[config.mk]
export PLATFORM = sky130hd
export DESIGN_NAME = userio_osd_cmd
export DESIGN_NICKNAME = d
export VERILOG_FILES = /design/src/rtl/userio_osd_cmd_pkg.sv /design/src/rtl/userio_osd_cmd.sv
export SDC_FILE = /design/constraint.sdc
export NUM_CORES = 1
export LEC_CHECK = 0
export ABC_AREA = 1
export BUFFER_PORTS_ARGS = -buffer_cell sky130_fd_sc_hd__clkbuf_2
export CORE_UTILIZATION = 29
export DETAILED_ROUTE_END_ITERATION = 16
export PLACE_DENSITY_LB_ADDON = 0.25
export SYNTH_ARGS = -nofsm -noshare
export SYNTH_HDL_FRONTEND = slang
export SYNTH_SLANG_ARGS = --single-unit
[constraint.sdc]
create_clock -name clk -period 1.88 [get_ports clk]
set_input_delay 0.282 -clock clk [delete_from_list [all_inputs] [get_ports clk]]
set_output_delay 0.282 -clock clk [all_outputs]
set_load 0.005 [all_outputs]
[src/rtl/userio_osd_cmd_pkg.sv]
// Shared opcodes, status tag and FSM encoding for the OSD command decoder.
package userio_osd_cmd_pkg;

  localparam logic [7:0] CMD_WRBUF  = 8'h20;
  localparam logic [7:0] CMD_WRCTRL = 8'h40;
  localparam logic [7:0] CMD_RDSTAT = 8'h80;
  localparam logic [3:0] STAT_TAG   = 4'hA;

  typedef enum logic [2:0] {
    S_IDLE    = 3'd0,
    S_WR_BUF  = 3'd1,
    S_WR_CTRL = 3'd2,
    S_RD_STAT = 3'd3,
    S_DISCARD = 3'd4
  } osd_state_t;

  // Any opcode outside the three known groups lands in DISCARD.
  function automatic osd_state_t decode_cmd(input logic [7:0] op);
    if (op[7:3] == CMD_WRBUF[7:3]) return S_WR_BUF;
    else if (op == CMD_WRCTRL)     return S_WR_CTRL;
    else if (op == CMD_RDSTAT)     return S_RD_STAT;
    else                           return S_DISCARD;
  endfunction

endpackage

[src/rtl/userio_osd_cmd.sv]
// SPI command decoder for the OSD: buffer writes, control register load, status read.
module userio_osd_cmd
  import userio_osd_cmd_pkg::*;
#(
  parameter int BUF_AW = 11
) (
  input  logic              clk,
  input  logic              reset,
  input  logic              clk7_en,
  input  logic              vld,
  input  logic              rx,
  input  logic              cmd,
  input  logic [7:0]        din,
  output logic [7:0]        spi_in,
  output logic [BUF_AW-1:0] buf_addr,
  output logic [7:0]        buf_data,
  output logic              buf_we,
  output logic [7:0]        osd_ctrl,
  output logic              busy
);

  osd_state_t        state, state_nxt;
  logic [BUF_AW-1:0] ptr;
  logic [2:0]        last_row;
  logic              is_cmd, is_data;
  logic [7:0]        status;

  assign is_cmd  = rx & cmd;
  assign is_data = rx & ~cmd;
  assign status  = {STAT_TAG, osd_ctrl[0], last_row};
  assign busy    = (state != S_IDLE);

  // Deselect wins over everything; a command restarts from any state.
  always_comb begin
    state_nxt = state;
    if (!vld)
      state_nxt = S_IDLE;
    else if (is_cmd)
      state_nxt = decode_cmd(din);
    else if (is_data && state == S_WR_CTRL)
      state_nxt = S_DISCARD;
  end

  always_ff @(posedge clk) begin
    if (reset) begin
      state    <= S_IDLE;
      ptr      <= '0;
      last_row <= '0;
      osd_ctrl <= 8'h00;
      spi_in   <= 8'h00;
      buf_we   <= 1'b0;
      buf_addr <= '0;
      buf_data <= 8'h00;
    end else if (clk7_en) begin
      state  <= state_nxt;
      buf_we <= 1'b0;

      if (vld && is_data && state == S_WR_BUF) begin
        buf_we   <= 1'b1;
        buf_addr <= ptr;
        buf_data <= din;
        ptr      <= ptr + BUF_AW'(1);
      end

      if (vld && is_cmd && state_nxt == S_WR_BUF) begin
        ptr      <= BUF_AW'({din[2:0], 8'h00});
        last_row <= din[2:0];
      end

      if (vld && is_data && state == S_WR_CTRL)
        osd_ctrl <= din;

      // Status is snapshotted when the read command decodes and held after.
      if (vld && is_cmd && state_nxt == S_RD_STAT)
        spi_in <= status;
      else if (state_nxt != S_RD_STAT)
        spi_in <= 8'h00;
    end
  end

endmodule

[Yosys cells after proc, flatten, opt, wreduce, memory -nomap -nowiden]
Index checks and enable logic that the tools add are counted.
Storage, ports and cells
  register bits after elaboration: 53
  output and inout port bits: 37
Operators by class
  add/subtract/negate cells: 1
  eq/ne operators: 8
  muxes and demuxes: 11
  bitwise operators: 3
  reductions and logical operators: 15
Operator list (count)
  2-to-1 mux 11 bit: 2
  2-to-1 mux 3 bit: 6
  2-to-1 mux 8 bit: 2
  adder 11 x 1 -> 11 bit, second input constant: 1
  AND reduction 2 bit: 5
  equality test 8 x 7 -> 1 bit, second input constant: 1
  equality test 8 bit, second input constant: 1
  logical AND 1 bit: 7
  equality test 3 x 1 -> 1 bit, second input constant: 2
  equality test 3 x 2 -> 1 bit, second input constant: 2
  equality test 5 x 3 -> 1 bit, second input constant: 1
  nonzero test 2 bit: 2
  != test 3 x 2 -> 1 bit, second input constant: 1
  nonzero test 3 bit: 1
  AND 1 bit: 2
  2-to-1 mux 1 bit: 1
  NOT 1 bit: 1

[Depth between registers and ports, before layout]
Gate-level depths: netlist (run 1).
  depth in word-level cells: 10
  depth in mapped cells: 11
  depth with buffers taken out: 11

[Worst setup path after synthesis (run 1)]
OpenSTA, ideal clock, no wires.
  path type: flip-flop to flip-flop
  start point: register ptr[0]
  end point: register ptr[8]
  library setup time: 0.064 ns
  arrival: 1.350 ns
  required time: 1.816 ns
  setup slack: 0.466 ns
  cell stages (with the launch flop): 11
  path buffers: 0
  period minus slack after synthesis: 1.414 ns
  path through: dfxtp_1 -> ha_1 -> nand3_1 -> nor2_1 -> nand2_1 -> nor2_4 -> xor2_1 -> nand2_1 -> o21ai_1 -> nor2_1 -> nor2_1
Between the ends
  word-level cells in the longest chain between the ends: 3
Ends and longest elaborated chain
  start: declaration: line userio_osd_cmd.sv:23  | logic [BUF_AW-1:0] ptr;
  start signal: assignment: line userio_osd_cmd.sv:62  | ptr <= ptr + BUF_AW'(1);
  start signal: assignment: line userio_osd_cmd.sv:66  | ptr <= BUF_AW'({din[2:0], 8'h00});
  adder 11 x 1 -> 11 bit: line userio_osd_cmd.sv:62
  2-to-1 mux 11 bit: line userio_osd_cmd.sv:58  | if (vld && is_data && state == S_WR_BUF) begin
  2-to-1 mux 11 bit: line userio_osd_cmd.sv:65  | if (vld && is_cmd && state_nxt == S_WR_BUF) begin
No other way between the ends. The select of a mux whose other input is x is not followed.
A chain may end at the register's enable or synchronous reset.

[Final worst setup path (run 1)]
Ends and elaborated chain as after synthesis.

==> flow_summary.ini, run 1 <==
[clocking]
clkTransAtPathRegs_ns = 0.09
clock_sinks = 50
ctsHoldBuffers = 0
cts_resized = 0
cts_buffer_depth = 2
cts_tree = yes
cts_buffers = 5
post_cts_buffers = 0
htree_num_levels = 2
root_buffer = clkbuf_8
clk_latency_ns = 0.30

[die]
pin_count = 51
core_area_mm2 = 0.007807
fp.dieH_um = 92.45
die_x_um = 92.45
start_util_pct = 30.38
die_area_mm2 = 0.008546
num_rows = 32

[setup_path]
crit_type = reg -> reg
critPathMaxFanout = 6
crit_arrival_ns = 1.86
critPathCaptureType = register
cp.required_ns = 2.12
start_kind = register

[power_and_ir_drop]
power.density_mw_per_mm2 = 671.2
p_total_mw = 1.875
pwr-share-comb_pct = 8.7
switching_share_pct = 24.65
power_frac_seq_pct = 57.6
p_leak_nw = 1.222
ir_worst_vdd_v = 0.0003327
p_int_mw = 1.413
clkPwrFrac_pct = 33.7
switchingPower_uw = 462.2

[timing]
fin_crit_sh_pct = 86.60
tns_ns = 0
rsz0062_at_grt = no
skew_ns = 0.007881
hold_violations = 0
post-route-min-period_ns = 1.628
finalMaxSlewViolations = 0
setup-violations-final = 0
max_freq_mhz = 614.2

[synth]
synth_cells = 313
synth-seq-cells = 50
ys_seq_area_share_pct = 42.19
synth-async-reset-ratio_pct = 0
synth_cell_types = 30
synthesis.area_mm2 = 0.002372
avgSynthCellArea_um2 = 7.579
synth_edf_count = 0
synthFlopType = dfxtp_1
ys.warnings.count = 0

[cells_and_area]
fillCellCount = 848
finalInstanceArea_mm2 = 0.002794
final_nets = 376
final-seq-area_mm2 = 0.001001
final_cells = 462
area_growth_pct = 17.77
num_antenna_cells = 0
multi_input_area_mm2 = 0.001149
drive_above_1_share_pct = 27.22

[routing]
drt_iter0_markers = 109
vias_per_cell = 4.487
wl_per_cell_um = 12.32
drc_errors = 0
dr.pass1.iters = 4
routed_wl_mm = 5.694
antenna_left = 0
num_vias = 2073

[place]
gp_congestion = 0.8160
io_buffers = 48
hpwlAfterDp_mm = 4.146
place_area_mm2 = 0.002711
placedCellCount = 456

[global_routing]
grt_overflow = 0
grt_pass1_wl_mm = 9.446
grt_max_degree = 26
antenna_found_initial = 0
grt.total_usage_pct = 14.01
grt_pass1_vias = 1888

[outcome]
status = completed

[min_path]
min_path_type = in -> reg

[run]
cap_violations = 0
-- Yosys cell counts, types with 7 or more instances --
cell / instances / area, µm²
a21oi_1: 30 / 150.1
a21oi_2: 9 / 78.83
buf_4: 7 / 52.55
dfxtp_1: 50 / 1001
inv_1: 28 / 105.1
nand2_1: 48 / 180.2
nand2_2: 8 / 50.05
nand3_1: 17 / 85.08
nand3_2: 7 / 70.07
nor2_1: 36 / 135.1
o21ai_0: 32 / 160.2
-- cell type report --
cell class / count / share of cell area [%]
clock buffer: 6 / 2.956
inverter: 30 / 4.075
multi-input combinational: 217 / 41.11
sequential: 50 / 35.83
tap: 102 / 4.568
timing repair buffer: 57 / 11.46
-- per-layer routing --
layer / GRT usage [%] / share of wire [%] / vias up
li1: - / - / 1106
met1: 19.00 / 50 / 921
met2: 22.53 / 46 / 44
met3: 2.709 / 3.6 / 2
met4: 3.906 / 0.76 / 0
met5: 0 / 0 / -
-- cells by family after synthesis --
kind of cell | count (synthesis) | synth area share (%)
AND/OR/NAND/NOR | 136 | 28.90
other | 1 | 0.1581
flip-flops | 50 | 42.19
adder cells (fa/ha/maj) | 1 | 0.5273
AO/OA/AOI/OAI | 73 | 16.82
buffers and inverters | 47 | 9.546
XOR/XNOR | 5 | 1.846
-- registers in the layout, summed over array words and instances (netlist names) --
| register | flops |
|---|---|
| buf_data | 8 |
| ptr | 11 |
| state | 3 |
| buf_addr | 11 |
| last_row | 3 |
| osd_ctrl | 8 |
| buf_we | 1 |
| spi_in | 5 |
-- per-stage QoR --
step / setup WS (ns) / hold slack (ns) / util [%]
finish: 0.2520 / 0.2775 / 35.79
global route: 0.09864 / 0.2785 / 35.79
CTS: 0.2541 / 0.2703 / 35.79
detailed placement: 0.2530 / 0.4523 / 34.73
global placement: 0.2782 / 0.4525 / 34.73
floorplan: 0.4657 / 0.4169 / -
-- power by group through the flow --
stage | Sequential (mW) | Combinational (mW) | Clock, mW
2_1_floorplan | 1.10 | 0.106 | 0
3_3_place_gp | 1.11 | 0.163 | 0
3_5_place_dp | 1.11 | 0.164 | 0
4_1_cts | 1.08 | 0.164 | 0.654
5_1_grt | 1.08 | 0.183 | 0.693
6_report | 1.08 | 0.163 | 0.632
-- worst max-delay path, stage by stage (launching register included) --
cell     delay [ns]
dfxtp_1        0.42
ha_1           0.22
nand3_1        0.11
nor2_1         0.13
nand2_1        0.12
nor2_4         0.14
xor2_1         0.16
nand2_1        0.07
o21ai_1        0.07
nor2_1         0.05
nor2_1         0.08
-- path summary, 6_finish.rpt --
kind	startpoint	to	slack, ns	cells past startpoint
worst max-delay path	ptr[0]$_SDFFE_PP0P_	ptr[8]$_SDFFE_PP0P_	0.25	10
worst min-delay path	din[5]	buf_data[5]$_SDFFE_PP0P_	0.28	3
worst max register to register	ptr[0]$_SDFFE_PP0P_	ptr[8]$_SDFFE_PP0P_	0.25	10
worst min register to register	spi_in[1]$_SDFFE_PP0P_	spi_in[1]$_SDFFE_PP0P_	0.46	2
-- cells in the final DEF (no fill, tap or decap) --
master,count
a21oi_1,30
a21oi_2,9
and2_4,1
buf_12,1
buf_4,8
clkbuf_2,48
clkbuf_8,6
clkinv_1,1
clkinv_2,1
conb_1,2
dfxtp_1,50
ha_1,1
inv_1,28
nand2_1,48
nand2_2,8
nand2_4,1
nand3_1,17
nand3_2,7
nand3_4,1
nand3b_1,1
nand4_1,5
nand4_2,1
nor2_1,36
nor2_2,2
nor2_4,3
nor3_1,4
nor3_2,1
o21ai_0,32
o21ai_1,2
xor2_1,5
No activity file was read; power rests on OpenSTA's default activity.
==> inputs of run 2 (changes only) <==
- PLACE_DENSITY: default -> 0.52
- PLACE_DENSITY_LB_ADDON: 0.25 -> default
==> flow_summary.ini, run 2 (synthesis gave the netlist of run 1 again) <==
[cells_and_area]
reg_top3 = buf_addr: 11 flops, ptr: 11 flops
layout_common_cells = dfxtp_1, nand2_1, clkbuf_2
finalInstanceArea_mm2 = 0.002805
final_nets = 378
drive_above_1_share_pct = 27.75
num_antenna_cells = 0
area_growth_pct = 18.25
fillCellCount = 853
final_common_cell = dfxtp_1

[timing]
skew_ns = 0.007642
fin_crit_sh_pct = 86.31
finalMaxSlewViolations = 0
tns_ns = 0
rsz0062_at_grt = no
hold_violations = 0
max_freq_mhz = 616.3
post-route-min-period_ns = 1.623
setup-violations-final = 0

[routing]
vias_per_cell = 4.528
num_vias = 2110
drt_iter0_markers = 47
antenna_left = 0
wl_per_cell_um = 12.27
drc_errors = 0
routed_wl_mm = 5.717
dr.pass1.iters = 4

[setup_path]
critPathCaptureType = register
r2r_start = ptr[1]$_SDFFE_PP0P_
max_stage_delay_ns = 0.41
worst_r2r_path_depth = 10
crit_buf_inv = 0
slowest_stage = dfxtp_1
crit_type = reg -> reg
critPathMaxFanout = 4
start_kind = register
crit_arrival_ns = 1.86
ff2ff_setup_slack_ns = 0.26
path_common_cell = nor2_1
cp.required_ns = 2.12
reg2reg_to = ptr[8]$_SDFFE_PP0P_
cp_top_family = simple AND/OR/NAND/NOR gates
crit_chain = ha_1 -> nand3_1 -> nor2_1 -> nand2_1 -> nor2_4 -> xor2_1 -> nand2_1 -> o21ai_1 -> nor2_1 -> nor2_1
path_depth = 10

[place]
hpwlAfterDp_mm = 4.140
io_buffers = 48
gp_congestion = 0.8306
place_area_mm2 = 0.002714

[clocking]
cts_tree = yes
cts_resized = 0
clkTransAtPathRegs_ns = 0.09
clk_latency_ns = 0.30
clock_sinks = 50
post_cts_buffers = 0
ctsHoldBuffers = 0
htree_num_levels = 2
root_buffer = clkbuf_8
cts_buffer_depth = 2
cts_buffers = 5

[global_routing]
grt_max_degree = 35
grt_pass1_vias = 2046
grt_overflow = 0
grt.total_usage_pct = 14.06
antenna_found_initial = 0
grt_pass1_wl_mm = 9.528

[min_path]
min_path_type = in -> reg
min_to = osd_ctrl[5]$_SDFFE_PP0P_
min_from = din[5]
hold_path_depth = 3

[die]
num_rows = 32
die_x_um = 92.45
pin_count = 51
fp.dieH_um = 92.45
start_util_pct = 30.38
core_area_mm2 = 0.007807
die_area_mm2 = 0.008546

[run]
cap_violations = 0

[power_and_ir_drop]
power.density_mw_per_mm2 = 678.3
p_int_mw = 1.424
ir_worst_vdd_v = 0.0002703
clkPwrFrac_pct = 34.8
switchingPower_uw = 478.9
power_frac_seq_pct = 56.8
p_leak_nw = 1.232
switching_share_pct = 25.17
pwr-share-comb_pct = 8.4

[outcome]
status = completed
==> run 2: cell type report <==
cell class,count,area [µm²],share of cell area [%]
Timing Repair Buffer,59,322.8,11.51
Tap cell,102,127.6,4.549
Multi-Input combinational cell,217,1149,40.95
Inverter,30,113.9,4.059
Sequential cell,50,1001,35.68
Clock inverter,1,5.005,0.1784
Clock buffer,7,86.33,3.078
==> run 2: worst register-to-register path, stage by stage, from the launching register on <==
cell	delay, ns
dfxtp_1	0.41
ha_1	0.21
nand3_1	0.10
nor2_1	0.16
nand2_1	0.14
nor2_4	0.15
xor2_1	0.15
nand2_1	0.06
o21ai_1	0.07
nor2_1	0.05
nor2_1	0.08
==> run 2: layer usage <==
layer  GRT usage, %  share of wire, %  up-vias  routed length (µm)
met5              0                 0        -                   0
met4          4.818               1.3        0                  72
met3          3.120               3.5        5                 202
met2          23.95                46       44                2622
met1          17.38                49      948                2819
li1               -                 -     1113                   -
==> run 2: how the worst max path moves through the flow <==
stage / startpoint / to / slack, ns
5_1_grt: ptr[1]$_SDFFE_PP0P_ / ptr[8]$_SDFFE_PP0P_ / 0.09
6_report: ptr[1]$_SDFFE_PP0P_ / ptr[8]$_SDFFE_PP0P_ / 0.26
2_1_floorplan: ptr[0]$_SDFFE_PP0P_ / ptr[8]$_SDFFE_PP0P_ / 0.47
3_3_place_gp: din[6] / ptr[4]$_SDFFE_PP0P_ / 0.25
4_1_cts: ptr[1]$_SDFFE_PP0P_ / ptr[8]$_SDFFE_PP0P_ / 0.26
3_5_place_dp: cmd / ptr[3]$_SDFFE_PP0P_ / 0.23
==> run 2: stage by stage <==
| stage | worst slack (ns) | power (mW) | std cells | hold slack (ns) | utilization, % |
|---|---|---|---|---|---|
| finish | 0.2574 | 1.903 | 466 | 0.2711 | 35.93 |
| CTS | 0.2592 | 1.931 | 466 | 0.2652 | 35.93 |
| global placement | 0.2499 | 1.266 | 458 | 0.4562 | 34.76 |
| global route | 0.09060 | 1.990 | 466 | 0.2753 | 35.93 |
| detailed placement | 0.2333 | 1.267 | 458 | 0.4546 | 34.76 |
| floorplan | 0.4657 | 1.210 | 314 | 0.4169 | - |
==> run 2: power by group through the flow <==
stage               clock network (mW)  registers [mW]  logic, mW
floorplan                            0            1.10      0.106
global placement                     0            1.11      0.160
detailed placement                   0            1.11      0.162
CTS                              0.688            1.08      0.162
global route                     0.726            1.08      0.181
finish                           0.661            1.08      0.160
==> inputs of run 3 (changes only) <==
- CORE_MARGIN: default -> 3
==> flow_summary.ini, run 3 (synthesis gave the netlist of run 1 again) <==
[outcome]
status = completed

[power_and_ir_drop]
switchingPower_uw = 488.8
clkPwrFrac_pct = 38.2
p_leak_nw = 1.230
pwr-share-comb_pct = 7.9
power.density_mw_per_mm2 = 713.1
power_frac_seq_pct = 53.9
p_int_mw = 1.517
ir_worst_vdd_v = 0.0002987
switching_share_pct = 24.37
p_total_mw = 2.006

[routing]
drt_iter0_markers = 66
dr.pass1.iters = 4
antenna_left = 0
wl_per_cell_um = 12.35
drc_errors = 0
routed_wl_mm = 5.717
num_vias = 2122
vias_per_cell = 4.583

[place]
hpwlAfterDp_mm = 4.155
gp_congestion = 0.8048
io_buffers = 48
place_ws_ns = 0.2258

[timing]
post-route-min-period_ns = 1.610
holdWs_ns = 0.2575
hold_violations = 0
skew_ns = 0.01223
setup-violations-final = 0
max_freq_mhz = 621.1
fin_crit_sh_pct = 85.63
layout_setup_ws_ns = 0.2701
tns_ns = 0
finalMaxSlewViolations = 0
rsz0062_at_grt = no

[setup_path]
crit_arrival_ns = 1.86
endpoint = ptr[8]$_SDFFE_PP0P_
start_kind = register
max_stage_delay_ns = 0.40
r2r_start = ptr[1]$_SDFFE_PP0P_
worst_r2r_path_depth = 10
slowest_stage = dfxtp_1
crit_chain = ha_1 -> nand3_1 -> nor2_1 -> nand2_1 -> nor2_4 -> xor2_1 -> nand2_1 -> o21ai_1 -> nor2_1 -> nor2_1
critPathMaxFanout = 4
reg2reg_to = ptr[8]$_SDFFE_PP0P_
path_common_cell = nor2_1
cp_top_family = simple AND/OR/NAND/NOR gates
crit_type = reg -> reg
ff2ff_setup_slack_ns = 0.27
crit_start = ptr[1]$_SDFFE_PP0P_
critPathCaptureType = register
cp.required_ns = 2.13
path_depth = 10
crit_buf_inv = 0

[cells_and_area]
num_antenna_cells = 0
area_growth_pct = 18.57
final_common_cell = dfxtp_1
final_nets = 375
postLayoutCoreUtil_pct = 35.84
layout_common_cells = dfxtp_1, nand2_1, clkbuf_2
drive_above_1_share_pct = 27.42
reg_top3 = buf_addr: 11 flops, ptr: 11 flops
fillCellCount = 856

[clocking]
clock_sinks = 50
cts_tree = yes
ctsHoldBuffers = 0
cts_buffers = 5
root_buffer = clkbuf_8
cts_buffer_depth = 2
post_cts_buffers = 0
htree_num_levels = 2
cts_resized = 0
clkTransAtPathRegs_ns = 0.10
clk_latency_ns = 0.31

[global_routing]
antenna_found_initial = 0
grt_max_degree = 38
grt_pass1_vias = 1892
grt_overflow = 0
grt_pass1_wl_mm = 9.149
grt.total_usage_pct = 12.70

[die]
die_area_mm2 = 0.009302
pin_count = 51
fp.dieH_um = 96.45
num_rows = 32
core_area_mm2 = 0.007848
die_x_um = 96.45
start_util_pct = 30.23

[min_path]
min_from = din[5]
min_path_type = in -> reg

[run]
cap_violations = 0
run 3: cell count changes in the layout (fill, tap and decap cells not counted), sizes merged:
cell,change
bufinv,+1
clkinv,+1
buf,-3
clkbuf,-2
run 3: area by class of cell:
class	count	area, µm²	share of cell area (%)
multi-input combinational	217	1149	40.84
sequential	50	1001	35.59
timing repair buffer	56	312.8	11.12
tap	102	127.6	4.537
inverter	30	113.9	4.048
clock buffer	5	68.82	2.447
clock inverter	3	40.04	1.423
run 3: worst min-delay path by stage:
| stage | to | slack [ns] | cells past startpoint |
|---|---|---|---|
| floorplan | osd_ctrl[2]$_SDFFE_PP0P_ | 0.42 | 2 |
| global placement | spi_in[2]$_SDFFE_PP0P_ | 0.46 | 2 |
| detailed placement | spi_in[2]$_SDFFE_PP0P_ | 0.45 | 2 |
| CTS | osd_ctrl[5]$_SDFFE_PP0P_ | 0.26 | 3 |
| global route | osd_ctrl[4]$_SDFFE_PP0P_ | 0.28 | 3 |
| finish | osd_ctrl[5]$_SDFFE_PP0P_ | 0.26 | 3 |
run 3: per-layer routing:
metal	GRT usage (%)	wire length [µm]	up-vias
met3	3.563	333	7
met4	4.206	84	0
met5	0	0	-
met1	17.25	2780	960
met2	19.37	2518	47
li1	-	-	1108
run 3: power by group through the flow:
stage | combinational (mW) | clock (mW) | sequential, mW
final | 0.158 | 0.767 | 1.08
after global routing | 0.180 | 0.823 | 1.08
after CTS | 0.160 | 0.787 | 1.08
after detailed placement | 0.160 | 0 | 1.11
after global placement | 0.160 | 0 | 1.11
after floorplan | 0.106 | 0 | 1.10
run 3: worst register-to-register path: cells and delay by family (launching register included):
kind	cells	cell delay, ns
simple gates	7	0.72
flops	1	0.40
fa+ha+maj	1	0.21
xor+xnor	1	0.16
compound gates	1	0.08
run 3: through the flow:
step | area, µm² | std cells
global placement | 2704 | 455
detailed placement | 2704 | 455
finish | 2813 | 463
CTS | 2813 | 463
global route | 2813 | 463
floorplan | 2376 | 314
